File: config.mk
export PLATFORM = sky130hd
export DESIGN_NAME = fetch_unit
export DESIGN_NICKNAME = d
export VERILOG_FILES = /design/src/rtl/fetch_unit_pkg.sv /design/src/rtl/fetch_fifo.sv /design/src/rtl/fetch_unit.sv
export SDC_FILE = /design/constraint.sdc
export NUM_CORES = 1
export LEC_CHECK = 0
export ABC_AREA = 0
export BUFFER_PORTS_ARGS = -buffer_cell sky130_fd_sc_hd__buf_4
export CAP_MARGIN = 20
export CORE_AREA = 2 2 345 210
export CTS_BUF_LIST = sky130_fd_sc_hd__clkbuf_16
export DETAILED_ROUTE_END_ITERATION = 10
export DIE_AREA = 0 0 347 212
export PLACE_DENSITY = 0.56
export RECOVER_POWER = 25
export SLEW_MARGIN = 10
export SYNTH_ARGS = -nofsm -noshare
export SYNTH_HDL_FRONTEND = slang
export SYNTH_SLANG_ARGS = --single-unit
File: constraint.sdc
create_clock -name clk -period 10 [get_ports clk]
set_clock_uncertainty 0.2 [all_clocks]
set_input_delay 0.5 -clock clk [delete_from_list [all_inputs] [get_ports clk]]
set_output_delay 0.5 -clock clk [all_outputs]
set_load 0.005 [all_outputs]
File: src/rtl/fetch_unit_pkg.sv
// Shared instruction-bundle format and fetch-stage constants.
// Bundle layout: instr, imm, imm2 at consecutive word addresses.
package fetch_unit_pkg;

  localparam int WORD            = 32;
  localparam int ADDR_W          = 32;
  localparam int DEPTH           = 2;
  localparam int CNT_W           = 2;
  localparam int PTR_W           = 1;
  localparam int OPSIZE          = 8;
  localparam int WORDS_PER_INSTR = 3;
  localparam int OP_LSB          = WORD - OPSIZE;
  localparam int OP_MSB          = WORD - 1;

  typedef enum logic [1:0] {
    ST_IDLE,
    ST_RD0,
    ST_RD1,
    ST_RD2
  } fetch_state_e;

  typedef struct packed {
    logic [WORD-1:0]   instr;
    logic [WORD-1:0]   imm;
    logic [WORD-1:0]   imm2;
    logic [ADDR_W-1:0] pc;
  } bundle_t;

  // Instruction index/offset to word address; wraps modulo 2^ADDR_W.
  function automatic logic [ADDR_W-1:0] instr_to_addr(input logic [WORD-1:0] n);
    return ADDR_W'(n) * ADDR_W'(WORDS_PER_INSTR);
  endfunction

endpackage

File: src/rtl/fetch_fifo.sv
// Two-entry bundle FIFO; flush wins over push and pop in the same cycle.
module fetch_fifo
  import fetch_unit_pkg::*;
(
  input  logic             clk,
  input  logic             rst_n,
  input  logic             push,
  input  bundle_t          wdata,
  input  logic             pop,
  input  logic             flush,
  output logic             full,
  output logic             empty,
  output logic [CNT_W-1:0] count,
  output bundle_t          head
);

  bundle_t          ent_q [DEPTH];
  logic [PTR_W-1:0] wr_ptr_q;
  logic [PTR_W-1:0] rd_ptr_q;
  logic [CNT_W-1:0] count_q;
  logic [CNT_W-1:0] count_d;
  logic [DEPTH-1:0] we;
  logic             do_push;
  logic             do_pop;

  assign full    = (count_q == CNT_W'(DEPTH));
  assign empty   = (count_q == '0);
  assign count   = count_q;
  assign head    = ent_q[rd_ptr_q];
  assign do_push = push & ~full & ~flush;
  assign do_pop  = pop & ~empty & ~flush;
  assign count_d = flush ? '0 : count_q + CNT_W'(do_push) - CNT_W'(do_pop);

  for (genvar gi = 0; gi < DEPTH; gi++) begin : g_we
    assign we[gi] = do_push & (wr_ptr_q == PTR_W'(gi));
  end

  always_ff @(posedge clk or negedge rst_n) begin
    if (!rst_n) begin
      for (int i = 0; i < DEPTH; i++) ent_q[i] <= '0;
    end else begin
      for (int i = 0; i < DEPTH; i++) begin
        if (we[i]) ent_q[i] <= wdata;
      end
    end
  end

  always_ff @(posedge clk or negedge rst_n) begin
    if (!rst_n) begin
      wr_ptr_q <= '0;
      rd_ptr_q <= '0;
      count_q  <= '0;
    end else begin
      count_q <= count_d;
      if (flush) begin
        wr_ptr_q <= '0;
        rd_ptr_q <= '0;
      end else begin
        if (do_push) wr_ptr_q <= wr_ptr_q + PTR_W'(1);
        if (do_pop)  rd_ptr_q <= rd_ptr_q + PTR_W'(1);
      end
    end
  end

endmodule

File: src/rtl/fetch_unit.sv
// Instruction fetch stage: reads 3-word bundles from a 1-cycle memory,
// queues them, and applies absolute/relative jump redirects.
module fetch_unit
  import fetch_unit_pkg::*;
(
  input  logic              clk,
  input  logic              rst_n,
  input  logic              fetch_en,
  output logic              mem_re,
  output logic [ADDR_W-1:0] mem_addr,
  input  logic [WORD-1:0]   mem_rdata,
  output logic              out_valid,
  input  logic              out_ready,
  output logic [WORD-1:0]   out_instr,
  output logic [WORD-1:0]   out_imm,
  output logic [WORD-1:0]   out_imm2,
  output logic [ADDR_W-1:0] out_pc,
  input  logic              redir_abs,
  input  logic              redir_rel,
  input  logic [WORD-1:0]   redir_target,
  input  logic [WORD-1:0]   redir_offset,
  output logic              idle
);

  fetch_state_e      state_q;
  // fpc_q is the read base and moves on at RD2; pc_q tags the bundle and
  // moves on at push, one cycle later, so back-to-back bundles overlap.
  logic [ADDR_W-1:0] fpc_q;
  logic [ADDR_W-1:0] pc_q;
  logic [ADDR_W-1:0] last_pc_q;
  logic              cap_vld_q;
  logic [1:0]        cap_slot_q;
  logic [WORD-1:0]   word0_q;
  logic [WORD-1:0]   word1_q;

  logic              redir;
  logic [ADDR_W-1:0] redir_pc;
  logic              in_flight;
  logic              start;
  logic [1:0]        rd_slot;
  logic              fifo_push;
  logic              fifo_pop;
  logic              fifo_full;
  logic              fifo_empty;
  logic [CNT_W-1:0]  fifo_count;
  bundle_t           fifo_wdata;
  bundle_t           fifo_head;

  assign redir     = redir_abs | redir_rel;
  assign redir_pc  = redir_abs ? instr_to_addr(redir_target)
                               : last_pc_q + instr_to_addr(redir_offset);
  assign in_flight = (state_q != ST_IDLE) | cap_vld_q;
  assign start     = fetch_en & ~fifo_full &
                     ((3'(fifo_count) + 3'(in_flight)) < 3'(DEPTH));
  assign mem_re    = (state_q != ST_IDLE);
  assign fifo_push = cap_vld_q & (cap_slot_q == 2'd2);
  assign fifo_pop  = out_valid & out_ready;
  assign fifo_wdata = '{instr: word0_q, imm: word1_q, imm2: mem_rdata, pc: pc_q};

  always_comb begin
    mem_addr = '0;
    rd_slot  = 2'd0;
    unique case (state_q)
      ST_RD0:  begin mem_addr = fpc_q;                rd_slot = 2'd0; end
      ST_RD1:  begin mem_addr = fpc_q + ADDR_W'(1);   rd_slot = 2'd1; end
      ST_RD2:  begin mem_addr = fpc_q + ADDR_W'(2);   rd_slot = 2'd2; end
      default: ;
    endcase
  end

  always_ff @(posedge clk or negedge rst_n) begin
    if (!rst_n) begin
      state_q    <= ST_IDLE;
      fpc_q      <= '0;
      pc_q       <= '0;
      last_pc_q  <= '0;
      cap_vld_q  <= 1'b0;
      cap_slot_q <= 2'd0;
      word0_q    <= '0;
      word1_q    <= '0;
    end else begin
      cap_vld_q  <= mem_re & ~redir;
      cap_slot_q <= rd_slot;
      if (cap_vld_q && cap_slot_q == 2'd0) word0_q <= mem_rdata;
      if (cap_vld_q && cap_slot_q == 2'd1) word1_q <= mem_rdata;
      if (fifo_pop) last_pc_q <= out_pc;
      if (redir) begin
        state_q <= ST_IDLE;
        fpc_q   <= redir_pc;
        pc_q    <= redir_pc;
      end else begin
        if (fifo_push) pc_q <= pc_q + ADDR_W'(WORDS_PER_INSTR);
        unique case (state_q)
          ST_IDLE: if (start) state_q <= ST_RD0;
          ST_RD0:  state_q <= ST_RD1;
          ST_RD1:  state_q <= ST_RD2;
          ST_RD2: begin
            fpc_q   <= fpc_q + ADDR_W'(WORDS_PER_INSTR);
            state_q <= start ? ST_RD0 : ST_IDLE;
          end
          default: state_q <= ST_IDLE;
        endcase
      end
    end
  end

  fetch_fifo u_fifo (
    .clk   (clk),
    .rst_n (rst_n),
    .push  (fifo_push),
    .wdata (fifo_wdata),
    .pop   (fifo_pop),
    .flush (redir),
    .full  (fifo_full),
    .empty (fifo_empty),
    .count (fifo_count),
    .head  (fifo_head)
  );

  assign out_valid = ~fifo_empty;
  assign out_instr = fifo_head.instr;
  assign out_imm   = fifo_head.imm;
  assign out_imm2  = fifo_head.imm2;
  assign out_pc    = fifo_head.pc;
  assign idle      = fifo_empty & (state_q == ST_IDLE) & ~cap_vld_q;

endmodule

==> impl_metrics.prom, run 1 <==
# TYPE chip_impl_metric gauge
chip_impl_metric{name="post_synth_instance_area",unit="um^2"} 24400
chip_impl_info{name="tritoncts_clock_tree",value="done"} 1
chip_impl_metric{name="initial_utilization",unit=""} 0.345
chip_impl_info{name="clk_root_buffer_cell",value="clkbuf_16"} 1
chip_impl_info{name="run_status",value="complete, but fails checks"} 1
chip_impl_metric{name="worst_slew_margin_rel",unit=""} -0.857
chip_impl_info{name="yosysTopAreaCell",value="dfrtp_1"} 1
chip_impl_metric{name="antenna_found_initial",unit=""} 5
chip_impl_metric{name="first_pass_grt_wire_length",unit="um"} 120000
chip_impl_metric{name="routed_met3_length",unit="um"} 7390
chip_impl_metric{name="finalWirelength",unit="um"} 80200
chip_impl_info{name="hp-class",value="in2reg"} 1
chip_impl_metric{name="initialDrtViolationCount",unit=""} 1636
chip_impl_metric{name="post-layout-total-power",unit="mW"} 4.35
chip_impl_metric{name="cts_max_level",unit=""} 2
chip_impl_metric{name="netSwitchingFraction",unit=""} 0.312
chip_impl_info{name="setup_cp_type",value="reg2out"} 1
chip_impl_metric{name="required",unit="ps"} 9300
chip_impl_metric{name="postRouteAntennaNets",unit=""} 0
chip_impl_metric{name="cp.arrival",unit="ps"} 6210
chip_impl_metric{name="synth.lib_cells_used.distinct",unit=""} 83
chip_impl_info{name="ys.flop_type",value="dfrtp_1"} 1
chip_impl_metric{name="final_hold_vios",unit=""} 0
chip_impl_metric{name="net-switching-power",unit="mW"} 1.36
chip_impl_metric{name="power_per_cell_area",unit="nW/um^2"} 151
chip_impl_info{name="worst_setup_path_end_kind",value="output port"} 1
chip_impl_info{name="violated_checks",value="max-capacitance violations, max-slew violations"} 1
chip_impl_metric{name="async_flop_share",unit=""} 1.00
chip_impl_metric{name="syn-mean-instance-area",unit="um^2"} 10.9
chip_impl_metric{name="r2r_setup_slack",unit="ps"} 4200
chip_impl_metric{name="post_drt_via_cell_ratio",unit=""} 5.59
chip_impl_metric{name="grt_overflow_total",unit=""} 0
chip_impl_metric{name="detailroute.via_count",unit=""} 19214
chip_impl_info{name="worst_setup_path_start_kind",value="flop"} 1
chip_impl_metric{name="layout-area-overhead-vs-synth",unit="%"} 18.3
chip_impl_info{name="rsz_0062_raised_after_global_routing",value="no"} 1
chip_impl_metric{name="grt_start_max_net_pins",unit=""} 175
chip_impl_info{name="crit_path_top_delay_cell",value="clkbuf_1"} 1
chip_impl_metric{name="drv_cap",unit=""} 4
chip_impl_metric{name="setup-tns-final",unit="ps"} 0
chip_impl_metric{name="yosysWarningCount",unit=""} 0
chip_impl_metric{name="postSynthRegisterBits",unit=""} 425
chip_impl_metric{name="drc_errors",unit=""} 0
chip_impl_metric{name="worst_r2r_path_depth",unit=""} 6
chip_impl_metric{name="fp.dieArea",unit="um^2"} 73600
chip_impl_metric{name="report.final.setup_viol",unit=""} 0
chip_impl_metric{name="cts.reportedPaths.clkPinSlew",unit="ps"} 70
chip_impl_metric{name="static-leakage-power",unit="nW"} 13.6
chip_impl_metric{name="design.core.area",unit="um^2"} 70800
chip_impl_info{name="path_cells",value="ha_1, clkbuf_1, clkinv_1, nand2_1, or4b_2, a21oi_1, buf_4"} 1
chip_impl_metric{name="first_global_vias",unit=""} 18855
chip_impl_metric{name="wl_per_cell",unit="um"} 23.3
chip_impl_metric{name="fmax",unit="GHz"} 0.145
chip_impl_metric{name="tritoncts_num_sinks",unit=""} 425
chip_impl_metric{name="timing_worst_slew_pin_value",unit="ps"} 2790
chip_impl_info{name="worstReg2RegStart",value="state_q[0]$_DFFE_PN0P_"} 1
chip_impl_metric{name="synth_seq_area_share",unit=""} 0.435
chip_impl_info{name="min_to",value="fpc_q[0]$_DFFE_PN0P_"} 1
chip_impl_metric{name="nets",unit=""} 2681
chip_impl_metric{name="dpl.hpwl",unit="um"} 58600
chip_impl_info{name="regToRegEndpoint",value="fpc_q[20]$_DFFE_PN0P_"} 1
chip_impl_metric{name="p_clk_frac",unit=""} 0.365
chip_impl_metric{name="sequentialPowerShare",unit=""} 0.462
chip_impl_metric{name="die_y",unit="um"} 212
chip_impl_info{name="synth.top_cells.by_area",value="dfrtp_1 44%, mux2_2 22%, ha_1 3.7%"} 1
chip_impl_metric{name="cts-root-to-sink-buffers",unit=""} 3
chip_impl_metric{name="crit_path_max_fanout",unit=""} 54
chip_impl_metric{name="min_delay_path_depth",unit=""} 3
chip_impl_metric{name="met2WireLength",unit="um"} 31500
chip_impl_metric{name="die-width",unit="um"} 347
chip_impl_metric{name="drt-pass1-iter-count",unit=""} 8
chip_impl_metric{name="vdd.ir_drop.worst",unit="uV"} 112
chip_impl_metric{name="drive_gt1_frac",unit=""} 0.337
chip_impl_metric{name="final.min_clock_period",unit="ps"} 6910
chip_impl_metric{name="cp.buffers_inverters",unit=""} 3
chip_impl_metric{name="synth_top_area_frac",unit=""} 0.435
chip_impl_info{name="route.top_layer_used",value="met4"} 1
chip_impl_metric{name="timing.final.crit_share",unit=""} 0.691
chip_impl_metric{name="place.gp.congestion",unit=""} 0.944
chip_impl_metric{name="clk_latency",unit="ps"} 580
chip_impl_metric{name="io_buffers",unit=""} 264
chip_impl_metric{name="drv_slew",unit=""} 145
chip_impl_metric{name="cts_setup_buffers",unit=""} 0
chip_impl_metric{name="drt_met1_wl",unit="um"} 40000
chip_impl_metric{name="num_io_pins",unit=""} 265
chip_impl_metric{name="synthesis.nets",unit=""} 2451
chip_impl_info{name="worstHoldStart",value="redir_rel"} 1
chip_impl_metric{name="synth_edf_count",unit=""} 0
chip_impl_metric{name="post_cts_resize_count",unit=""} 0
chip_impl_metric{name="internal-power",unit="mW"} 3.00
chip_impl_info{name="cpLargestDelayFamily",value="buffers and inverters"} 1
chip_impl_metric{name="power.share.combinational",unit=""} 0.173
chip_impl_metric{name="cp_slowest_stage_delay",unit="ps"} 1970
chip_impl_metric{name="placementRows",unit=""} 76
chip_impl_metric{name="track_usage",unit=""} 0.213
chip_impl_metric{name="postSynthCellCount",unit=""} 2245
chip_impl_metric{name="cts_buf_count",unit=""} 44
[tightest hold or removal path: cells and delay by family]
kind            cells  cell delay [ps]
buf+inv             1              200
compound gates      1              110
simple gates        1               60
[cell usage in the layout (no fill, tap or decap), drive strengths merged, types with 13 or more instances in the layout]
cell and count:
nand2b 14, nand4 28, fa 32, clkbuf 52, nand3 55, a22oi 14, xnor2 48, a31oi 29
ha 72, nor3 35, clkinv 19, mux2 475, inv 38, o21a 29, dlygate4sd3 34, nor2 139
buf 280, dfrtp 425, o21ai 111, o31ai 13, xor2 26, a21o 32, nand2 142, a21oi 170
and3 17
[timing repair]
item,4_1_cts,5_1_grt
setup endpoints to repair,0,0
hold endpoints to repair,238,0
hold buffers,34,0
[metrics by stage]
stage	std cells	cell area (um^2)	worst slack, ps	hold WS [ps]	util
6_report	3440	28900	3090	133	0.408
5_1_grt	3438	28900	2760	131	0.408
4_1_cts	3437	28900	5320	86.7	0.408
3_5_place_dp	3330	27300	5360	273	0.385
3_3_place_gp	3330	27300	5380	262	0.385
2_1_floorplan	2245	24400	6500	4.41	-
[sequential cells by signal, indices dropped and copies added (netlist names), 32 cells and up]
signal / cells
fpc_q: 32
last_pc_q: 32
pc_q: 32
u_fifo.ent_q: 256
word0_q: 32
word1_q: 32
[worst max path at each step]
stage	from	to	slack (ps)	cells past startpoint
after global placement	redir_offset[0]	pc_q[19]$_DFFE_PN0P_	5380	14
after floorplan	redir_offset[7]	fpc_q[28]$_DFFE_PN0P_	6500	11
after global routing	state_q[0]$_DFFE_PN0P_	mem_addr[17]	2760	7
after CTS	state_q[0]$_DFFE_PN0P_	mem_addr[17]	5320	7
final	state_q[0]$_DFFE_PN0P_	mem_addr[17]	3090	7
after detailed placement	redir_offset[0]	fpc_q[21]$_DFFE_PN0P_	5360	15
[logic make-up (layout without fill, tap and decap cells)]
family	count (synthesis)	count (layout)	share of synthesized area
adder cells (fa/ha/maj)	104	104	0.0631
multiplexers	479	479	0.220
buffers and inverters	169	426	0.0277
other	0	2	0
AND/OR/NAND/NOR	499	499	0.0991
XOR/XNOR	74	74	0.0265
flip-flops	425	425	0.435
AO/OA/AOI/OAI	495	495	0.128
[power by group through the flow]
stage / sequential (mW) / combinational [mW] / clock [mW]
after floorplan: 1.91 / 0.500 / 0
after global placement: 2.02 / 0.713 / 0
after detailed placement: 2.03 / 0.721 / 0
after CTS: 2.00 / 0.738 / 1.64
final: 2.01 / 0.751 / 1.59
after global routing: 2.02 / 0.819 / 1.71
[routing by layer]
metal / global-route usage / vias up
li1: - / 8646
met1: 0.336 / 9781
met2: 0.286 / 703
met3: 0.0560 / 84
met4: 0.0436 / 0
met5: 0 / -
[area by class of cell]
| cell class | instances | area [um^2] |
|---|---|---|
| timing repair buffer | 320 | 2500 |
| tap | 936 | 1170 |
| clock inverter | 27 | 183 |
| clock buffer | 46 | 1150 |
| sequential | 425 | 10600 |
| antenna | 2 | 5.00 |
| inverter | 33 | 124 |
| multi-input combinational | 1651 | 13100 |
| fill | 6800 | 41900 |
[cell usage after synthesis, types with 16 or more instances]
cell type    n
nand3_1     54
o21ai_0    109
dfrtp_1    425
buf_1       19
nor3_1      33
o21a_1      29
xnor2_1     48
a31oi_1     26
nor2_1     138
mux2_2     475
ha_1        72
buf_2       29
xor2_1      26
nand2_1    142
clkbuf_1    86
and3_1      16
nand4_1     28
a21o_1      30
a21oi_1    168
inv_1       31
fa_1        32
(Power assumes the default switching activity.)
==> run 2, diff against run 1 <==
--- a/config.mk
+++ b/config.mk
@@ -5,13 +5,13 @@
 export SDC_FILE = /design/constraint.sdc
 export NUM_CORES = 1
 export LEC_CHECK = 0
-export ABC_AREA = 0
+export ABC_AREA = 1
 export BUFFER_PORTS_ARGS = -buffer_cell sky130_fd_sc_hd__buf_4
 export CAP_MARGIN = 20
-export CORE_AREA = 2 2 345 210
+export CORE_AREA = 2 2 355 216
 export CTS_BUF_LIST = sky130_fd_sc_hd__clkbuf_16
 export DETAILED_ROUTE_END_ITERATION = 10
-export DIE_AREA = 0 0 347 212
+export DIE_AREA = 0 0 357 218
 export PLACE_DENSITY = 0.56
 export RECOVER_POWER = 25
 export SLEW_MARGIN = 10
==> constraint.sdc (replaced) <==
create_clock -name clk -period 6.95 [get_ports clk]
set_clock_uncertainty 0.2 [all_clocks]
set_input_delay 0.3475 -clock clk [delete_from_list [all_inputs] [get_ports clk]]
set_output_delay 0.3475 -clock clk [all_outputs]
set_load 0.005 [all_outputs]
==> run 2 against run 1 <==
The run still ends with max-capacitance violations, max-slew violations left; first-iteration DRC count increased by 69%; die area increased by 5.8%; critical path depth fell by 4; global-route usage increased by 1.9 points; cell area grew 5.6%; register-to-register slack lost 1400 ps; area after synthesis grew 6.1%; worst hold slack got worse by 67 ps; final cell count increased by 44%; wire length is 14% higher; critical endpoint is now u_fifo.rd_ptr_q$_DFFE_PN0P_; largest power group unchanged.
==> impl_metrics.prom, run 2 <==
# TYPE chip_impl_metric gauge
chip_impl_metric{name="syn-mean-instance-area",unit="um^2"} 7.00
chip_impl_metric{name="dpl.hpwl",unit="um"} 68500
chip_impl_metric{name="post_drt_via_cell_ratio",unit=""} 4.99
chip_impl_metric{name="io_buffers",unit=""} 264
chip_impl_info{name="layout.cells.most_common_list",value="1364 x nand2_1, 444 x inv_1, 424 x dfrtp_1, 310 x o21ai_0, 276 x buf_4"} 1
chip_impl_metric{name="setup_slack",unit="ps"} 2640
chip_impl_metric{name="final.min_clock_period",unit="ps"} 4310
chip_impl_info{name="worst_setup_path_end_kind",value="asynchronous set/reset pin"} 1
chip_impl_metric{name="cts-root-to-sink-buffers",unit=""} 3
chip_impl_metric{name="static-leakage-power",unit="nW"} 16.1
chip_impl_metric{name="drt-pass1-iter-count",unit=""} 6
chip_impl_info{name="rsz_0062_raised_after_global_routing",value="no"} 1
chip_impl_metric{name="first_global_vias",unit=""} 22014
chip_impl_metric{name="drv_slew",unit=""} 191
chip_impl_metric{name="drc_errors",unit=""} 0
chip_impl_metric{name="layout-area-overhead-vs-synth",unit="%"} 17.7
chip_impl_metric{name="die-width",unit="um"} 357
chip_impl_info{name="run_status",value="complete, but fails checks"} 1
chip_impl_metric{name="fp.dieArea",unit="um^2"} 77800
chip_impl_metric{name="report.final.setup_viol",unit=""} 0
chip_impl_metric{name="drive_gt1_frac",unit=""} 0.0969
chip_impl_metric{name="largest_reg_flops",unit=""} 256
chip_impl_metric{name="async_flop_share",unit=""} 1.00
chip_impl_metric{name="final_util",unit=""} 0.408
chip_impl_info{name="setup_cp_type",value="in2async"} 1
chip_impl_metric{name="synth_top_area_frac",unit=""} 0.410
chip_impl_metric{name="tritoncts_num_sinks",unit=""} 425
chip_impl_metric{name="drv_cap",unit=""} 3
chip_impl_metric{name="placedCellCount",unit=""} 4839
chip_impl_metric{name="yosysWarningCount",unit=""} 0
chip_impl_metric{name="crit_path_max_fanout",unit=""} 71
chip_impl_metric{name="timing.final.crit_share",unit=""} 0.620
chip_impl_info{name="tritoncts_clock_tree",value="done"} 1
chip_impl_metric{name="fmax",unit="GHz"} 0.232
chip_impl_metric{name="nets",unit=""} 4126
chip_impl_metric{name="cp.arrival",unit="ps"} 4550
chip_impl_metric{name="finalWirelength",unit="um"} 91700
chip_impl_metric{name="vdd.ir_drop.worst",unit="uV"} 163
chip_impl_metric{name="setup-tns-final",unit="ps"} 0
chip_impl_metric{name="detailroute.via_count",unit=""} 24716
chip_impl_metric{name="postRouteAntennaNets",unit=""} 0
chip_impl_metric{name="initial_utilization",unit=""} 0.347
chip_impl_metric{name="postSynthRegisterBits",unit=""} 425
chip_impl_metric{name="placementRows",unit=""} 78
chip_impl_metric{name="cts_max_level",unit=""} 2
chip_impl_metric{name="power_per_cell_area",unit="nW/um^2"} 232
chip_impl_metric{name="worst_r2r_path_depth",unit=""} 15
chip_impl_info{name="most_common_cell_after_layout_fill_and_taps_aside",value="nand2_1"} 1
chip_impl_metric{name="cts_setup_buffers",unit=""} 0
chip_impl_metric{name="initialDrtViolationCount",unit=""} 2760
chip_impl_metric{name="postSynthCellCount",unit=""} 3704
chip_impl_info{name="clk_root_buffer_cell",value="clkbuf_16"} 1
chip_impl_info{name="yosysTopAreaCell",value="dfrtp_1"} 1
chip_impl_metric{name="detailedPlace.worstSlack",unit="ps"} 2720
chip_impl_metric{name="post_synth_instance_area",unit="um^2"} 25900
chip_impl_info{name="synth.top_cells.by_area",value="dfrtp_1 41%, nand2_1 20%, inv_1 6.3%"} 1
chip_impl_metric{name="synth_edf_count",unit=""} 0
chip_impl_metric{name="required",unit="ps"} 7180
chip_impl_metric{name="synthesis.nets",unit=""} 3910
chip_impl_metric{name="cts.reportedPaths.clkPinSlew",unit="ps"} 70
chip_impl_metric{name="grt_start_max_net_pins",unit=""} 160
chip_impl_metric{name="worst_slew_margin_rel",unit=""} -1.38
chip_impl_info{name="ys.flop_type",value="dfrtp_1"} 1
chip_impl_metric{name="synth.lib_cells_used.distinct",unit=""} 49
chip_impl_metric{name="clk_latency",unit="ps"} 570
chip_impl_metric{name="antenna_found_initial",unit=""} 1
chip_impl_info{name="violated_checks",value="max-capacitance violations, max-slew violations"} 1
chip_impl_info{name="largest_register",value="u_fifo.ent_q"} 1
chip_impl_metric{name="design.core.area",unit="um^2"} 74800
chip_impl_metric{name="min_delay_path_depth",unit=""} 3
chip_impl_metric{name="place.gp.congestion",unit=""} 0.974
chip_impl_info{name="worst_setup_path_start_kind",value="primary input"} 1
chip_impl_metric{name="num_io_pins",unit=""} 265
chip_impl_metric{name="synth_seq_area_share",unit=""} 0.410
chip_impl_metric{name="final_hold_vios",unit=""} 0
chip_impl_metric{name="track_usage",unit=""} 0.232
chip_impl_info{name="hp-class",value="in2reg"} 1
chip_impl_info{name="synth_cell_count_leaders",value="1366 x nand2_1, 436 x inv_1, 425 x dfrtp_1"} 1
chip_impl_info{name="synthMostInstantiatedCell",value="nand2_1"} 1
chip_impl_metric{name="grt_overflow_total",unit=""} 0
chip_impl_metric{name="layout_cells_excl_fill",unit=""} 4956
chip_impl_metric{name="wl_per_cell",unit="um"} 18.5
chip_impl_metric{name="die_y",unit="um"} 218
chip_impl_metric{name="first_pass_grt_wire_length",unit="um"} 138000
chip_impl_metric{name="cts_buf_count",unit=""} 43
chip_impl_metric{name="post_cts_resize_count",unit=""} 0
chip_impl_metric{name="post-layout-total-power",unit="mW"} 7.08
chip_impl_metric{name="timing_worst_slew_pin_value",unit="ps"} 3570
## run 2: cell types whose count changed after synthesis, sizes merged, moves of 44 or more
cell,previous run,this run
nand2,142,1370
mux2,475,0
inv,31,444
o21ai,111,432
nor2,139,263
nand3,55,134
xnor2,48,4
## run 2: area by class of cell
type / instances / area [um^2]
Timing Repair Buffer: 319 / 2510
Inverter: 446 / 1680
Tap cell: 1000 / 1250
Fill cell: 7985 / 44200
Antenna cell: 2 / 5.00
Clock inverter: 36 / 325
Multi-Input combinational cell: 2685 / 13000
Clock buffer: 43 / 1080
Sequential cell: 425 / 10600
## run 2: worst max-delay path: stages
cell	delay, ps
dlygate4sd3_1	520
clkbuf_1	2490
buf_4	1080
## run 2: cells by family after synthesis
logic type | after synthesis | synth area share
XOR/XNOR | 39 | 0.0132
buffers and inverters | 594 | 0.0880
adder cells (fa/ha/maj) | 104 | 0.0595
flip-flops | 425 | 0.410
AO/OA/AOI/OAI | 693 | 0.143
AND/OR/NAND/NOR | 1849 | 0.286
## run 2: worst paths after layout
check | start | slack, ps | endpoint
max | rst_n | 2640 | u_fifo.rd_ptr_q$_DFFE_PN0P_
min | redir_target[0] | 70 | fpc_q[0]$_DFFE_PN0P_
max reg2reg | last_pc_q[1]$_DFFE_PN0P_ | 2780 | pc_q[21]$_DFFE_PN0P_
min reg2reg | u_fifo.ent_q[104]$_DFFE_PN0P_ | 280 | u_fifo.ent_q[104]$_DFFE_PN0P_
max in group clk | last_pc_q[1]$_DFFE_PN0P_ | 2780 | pc_q[21]$_DFFE_PN0P_
min in group asynchronous | rst_n | 1330 | u_fifo.ent_q[214]$_DFFE_PN0P_
## run 2: power by group
group	total (mW)	leakage (nW)	switching, mW	internal (mW)
Clock	2.38	0.714	1.05	1.32
Sequential	2.93	5.59	0.238	2.69
Combinational	1.78	9.77	1.25	0.525
## run 2: stage by stage
stage / area (um^2) / hold slack (ps)
finish: 30500 / 66.6
global placement: 28800 / 122
detailed placement: 28800 / 119
global route: 30500 / 48.6
CTS: 30500 / 36.1
floorplan: 25900 / -148
## run 2: timing repair
action                                 4_1_cts  5_1_grt
hold buffers                                35        0
endpoints found under the hold margin      189        0
setup endpoints to repair                    0        0
## run 2: layer usage
metal	global-route usage	up-vias	wire length, um
li1	-	12249	-
met1	0.383	11528	47400
met2	0.289	885	33800
met3	0.0756	54	9890
met4	0.0252	0	660
met5	0	-	0
==> run 3, diff against run 2 <==
--- a/config.mk
+++ b/config.mk
@@ -5,14 +5,14 @@
 export SDC_FILE = /design/constraint.sdc
 export NUM_CORES = 1
 export LEC_CHECK = 0
-export ABC_AREA = 1
+export ABC_AREA = 0
 export BUFFER_PORTS_ARGS = -buffer_cell sky130_fd_sc_hd__buf_4
 export CAP_MARGIN = 20
-export CORE_AREA = 2 2 355 216
+export CORE_AREA = 2 2 345 210
 export CTS_BUF_LIST = sky130_fd_sc_hd__clkbuf_16
 export DETAILED_ROUTE_END_ITERATION = 10
-export DIE_AREA = 0 0 357 218
-export PLACE_DENSITY = 0.56
+export DIE_AREA = 0 0 347 212
+export PLACE_DENSITY = 0.58
 export RECOVER_POWER = 25
 export SLEW_MARGIN = 10
 export SYNTH_ARGS = -nofsm -noshare
==> constraint.sdc (replaced) <==
create_clock -name clk -period 3.93 [get_ports clk]
set_clock_uncertainty 0.2 [all_clocks]
set_input_delay 0.1965 -clock clk [delete_from_list [all_inputs] [get_ports clk]]
set_output_delay 0.1965 -clock clk [all_outputs]
set_load 0.005 [all_outputs]
==> run 3 against run 2 <==
The flow still finishes with violations (max-capacitance violations, max-slew violations); global-route usage decreased by 1.5 points; sequential power increased by 74%; sequential cell count unchanged; highest routed layer is now met5.
==> impl_metrics.prom, run 3 (same netlist as run 1, synthesis figures left out) <==
# TYPE chip_impl_metric gauge
chip_impl_metric{name="antenna_found_initial",unit=""} 11
chip_impl_info{name="crit_path_top_delay_cell",value="or4_1"} 1
chip_impl_metric{name="required",unit="ps"} 4240
chip_impl_metric{name="cts-root-to-sink-buffers",unit=""} 3
chip_impl_metric{name="grt_overflow_total",unit=""} 0
chip_impl_metric{name="report.final.setup_viol",unit=""} 0
chip_impl_metric{name="timing.final.crit_share",unit=""} 0.964
chip_impl_metric{name="wl_per_cell",unit="um"} 23.2
chip_impl_metric{name="postRouteAntennaNets",unit=""} 0
chip_impl_metric{name="layout_cells_excl_fill",unit=""} 3518
chip_impl_info{name="setup_cp_type",value="reg2reg"} 1
chip_impl_metric{name="net-switching-power",unit="mW"} 3.53
chip_impl_info{name="clk_root_buffer_cell",value="clkbuf_16"} 1
chip_impl_metric{name="first_pass_grt_wire_length",unit="um"} 121000
chip_impl_metric{name="setup-tns-final",unit="ps"} 0
chip_impl_info{name="tritoncts_clock_tree",value="done"} 1
chip_impl_metric{name="num_io_pins",unit=""} 265
chip_impl_metric{name="setup_slack",unit="ps"} 142
chip_impl_metric{name="cts.reportedPaths.clkPinSlew",unit="ps"} 70
chip_impl_metric{name="detailed_place.area",unit="um^2"} 27800
chip_impl_metric{name="clk_latency",unit="ps"} 590
chip_impl_metric{name="fillers",unit=""} 6719
chip_impl_metric{name="largest_reg_flops",unit=""} 256
chip_impl_metric{name="p_clk_frac",unit=""} 0.374
chip_impl_metric{name="initial_utilization",unit=""} 0.345
chip_impl_metric{name="cp_slowest_stage_delay",unit="ps"} 570
chip_impl_metric{name="hold-worst-slack",unit="ps"} 53.4
chip_impl_metric{name="die-width",unit="um"} 347
chip_impl_metric{name="final.min_clock_period",unit="ps"} 3790
chip_impl_info{name="worst_setup_path_end_kind",value="flop"} 1
chip_impl_metric{name="power.share.combinational",unit=""} 0.180
chip_impl_metric{name="track_usage",unit=""} 0.217
chip_impl_metric{name="final_hold_vios",unit=""} 0
chip_impl_metric{name="worst_slew_margin_rel",unit=""} -0.410
chip_impl_metric{name="cts_buf_count",unit=""} 44
chip_impl_metric{name="layout-area-overhead-vs-synth",unit="%"} 21.4
chip_impl_metric{name="vdd.ir_drop.worst",unit="uV"} 286
chip_impl_metric{name="finalWirelength",unit="um"} 81600
chip_impl_metric{name="initialDrtViolationCount",unit=""} 1951
chip_impl_info{name="path_cells",value="fa_1, ha_1, nand4_1, or4_1, nor2_1, nand3_1, a211o_1, nand2_1, nor3_1, buf_4, o21ai_0, o21a_1"} 1
chip_impl_metric{name="cts_max_level",unit=""} 2
chip_impl_metric{name="detailroute.via_count",unit=""} 19487
chip_impl_metric{name="cp.arrival",unit="ps"} 4100
chip_impl_metric{name="drc_errors",unit=""} 0
chip_impl_metric{name="crit_path_max_fanout",unit=""} 6
chip_impl_info{name="most_common_cell_after_layout_fill_and_taps_aside",value="mux2_2"} 1
chip_impl_metric{name="placementRows",unit=""} 76
chip_impl_metric{name="die_y",unit="um"} 212
chip_impl_metric{name="cp.buffers_inverters",unit=""} 1
chip_impl_metric{name="static-leakage-power",unit="nW"} 14.0
chip_impl_info{name="worst_setup_path_start_kind",value="flop"} 1
chip_impl_metric{name="internal-power",unit="mW"} 7.93
chip_impl_metric{name="multi_input_gate_area_in_the_final_layout",unit="um^2"} 13200
chip_impl_metric{name="final_util",unit=""} 0.419
chip_impl_metric{name="drt-pass1-iter-count",unit=""} 7
chip_impl_metric{name="drive_gt1_frac",unit=""} 0.359
chip_impl_metric{name="drv_slew",unit=""} 41
chip_impl_info{name="largest_register",value="u_fifo.ent_q"} 1
chip_impl_info{name="cpLargestDelayFamily",value="simple AND/OR/NAND/NOR gates"} 1
chip_impl_metric{name="netSwitchingFraction",unit=""} 0.308
chip_impl_metric{name="detailedPlace.worstSlack",unit="ps"} 74.9
chip_impl_metric{name="sequentialPowerShare",unit=""} 0.446
chip_impl_metric{name="grt_start_max_net_pins",unit=""} 111
chip_impl_metric{name="tritoncts_num_sinks",unit=""} 425
chip_impl_metric{name="fmax",unit="GHz"} 0.264
chip_impl_info{name="rsz_0062_raised_after_global_routing",value="yes"} 1
chip_impl_metric{name="timing_worst_slew_pin_value",unit="ps"} 2120
chip_impl_metric{name="io_buffers",unit=""} 264
chip_impl_metric{name="first_global_vias",unit=""} 19157
chip_impl_metric{name="placedCellCount",unit=""} 3389
chip_impl_metric{name="post_drt_via_cell_ratio",unit=""} 5.54
chip_impl_metric{name="fp.dieArea",unit="um^2"} 73600
chip_impl_metric{name="nets",unit=""} 2747
chip_impl_metric{name="design.core.area",unit="um^2"} 70800
chip_impl_metric{name="post-layout-total-power",unit="mW"} 11.5
chip_impl_info{name="hp-class",value="in2reg"} 1
chip_impl_info{name="layout.cells.most_common_list",value="475 x mux2_2, 423 x dfrtp_1, 333 x buf_4, 168 x a21oi_1, 140 x nand2_1"} 1
chip_impl_metric{name="place.gp.congestion",unit=""} 0.943
chip_impl_metric{name="drv_cap",unit=""} 1
chip_impl_metric{name="dpl.hpwl",unit="um"} 60200
chip_impl_info{name="violated_checks",value="max-capacitance violations, max-slew violations"} 1
chip_impl_metric{name="register_area",unit="um^2"} 10600
chip_impl_metric{name="final_cell_area",unit="um^2"} 29700
chip_impl_info{name="run_status",value="complete, but fails checks"} 1
chip_impl_metric{name="power_per_cell_area",unit="nW/um^2"} 386
-- run 3: repair_timing --
action                                  4_1_cts  5_1_grt
endpoints found under the setup margin        0       18
setup buffers                                 0        4
endpoints found under the hold margin       235        0
hold buffers                                 38        0
gates resized for setup                       0        9
-- run 3: per-layer routing --
layer / vias to the layer above / wire (um) / GRT usage
met5: - / 38 / 0
met4: 8 / 1650 / 0.0520
met2: 748 / 32100 / 0.289
met1: 9833 / 39100 / 0.331
met3: 98 / 8680 / 0.0718
li1: 8800 / - / -
-- run 3: final timing paths --
check	endpoint	cells after the start	startpoint	slack, ps
max in group asynchronous	u_fifo.ent_q[5]$_DFFE_PN0P_	3	rst_n	940
min reg2reg	u_fifo.ent_q[17]$_DFFE_PN0P_	2	u_fifo.ent_q[17]$_DFFE_PN0P_	280
max reg2reg	pc_q[29]$_DFFE_PN0P_	12	last_pc_q[24]$_DFFE_PN0P_	140
min	fpc_q[30]$_DFFE_PN0P_	4	redir_target[30]	50
min in group asynchronous	last_pc_q[23]$_DFFE_PN0P_	2	rst_n	70
max	pc_q[29]$_DFFE_PN0P_	12	last_pc_q[24]$_DFFE_PN0P_	140
-- run 3: power by group through the flow --
stage          logic (mW)  registers (mW)  clock network (mW)
2_1_floorplan        1.27            4.87                   0
3_3_place_gp         1.94            5.14                   0
3_5_place_dp         1.97            5.16                   0
4_1_cts              2.01            5.09                4.41
5_1_grt              2.23            5.15                4.59
6_report             2.06            5.11                4.29
-- run 3: area by class of cell --
type / count / share of cell area
clock buffer: 46 / 0.0388
multi-input combinational: 1651 / 0.445
sequential: 425 / 0.359
inverter: 33 / 0.00418
clock inverter: 36 / 0.0102
timing repair buffer: 386 / 0.103
antenna: 5 / 0.000422
tap: 936 / 0.0395
-- run 3: tightest hold or removal path: stages --
cell,delay (ps)
buf_4,100
ha_1,180
xnor2_1,170
a22o_1,140
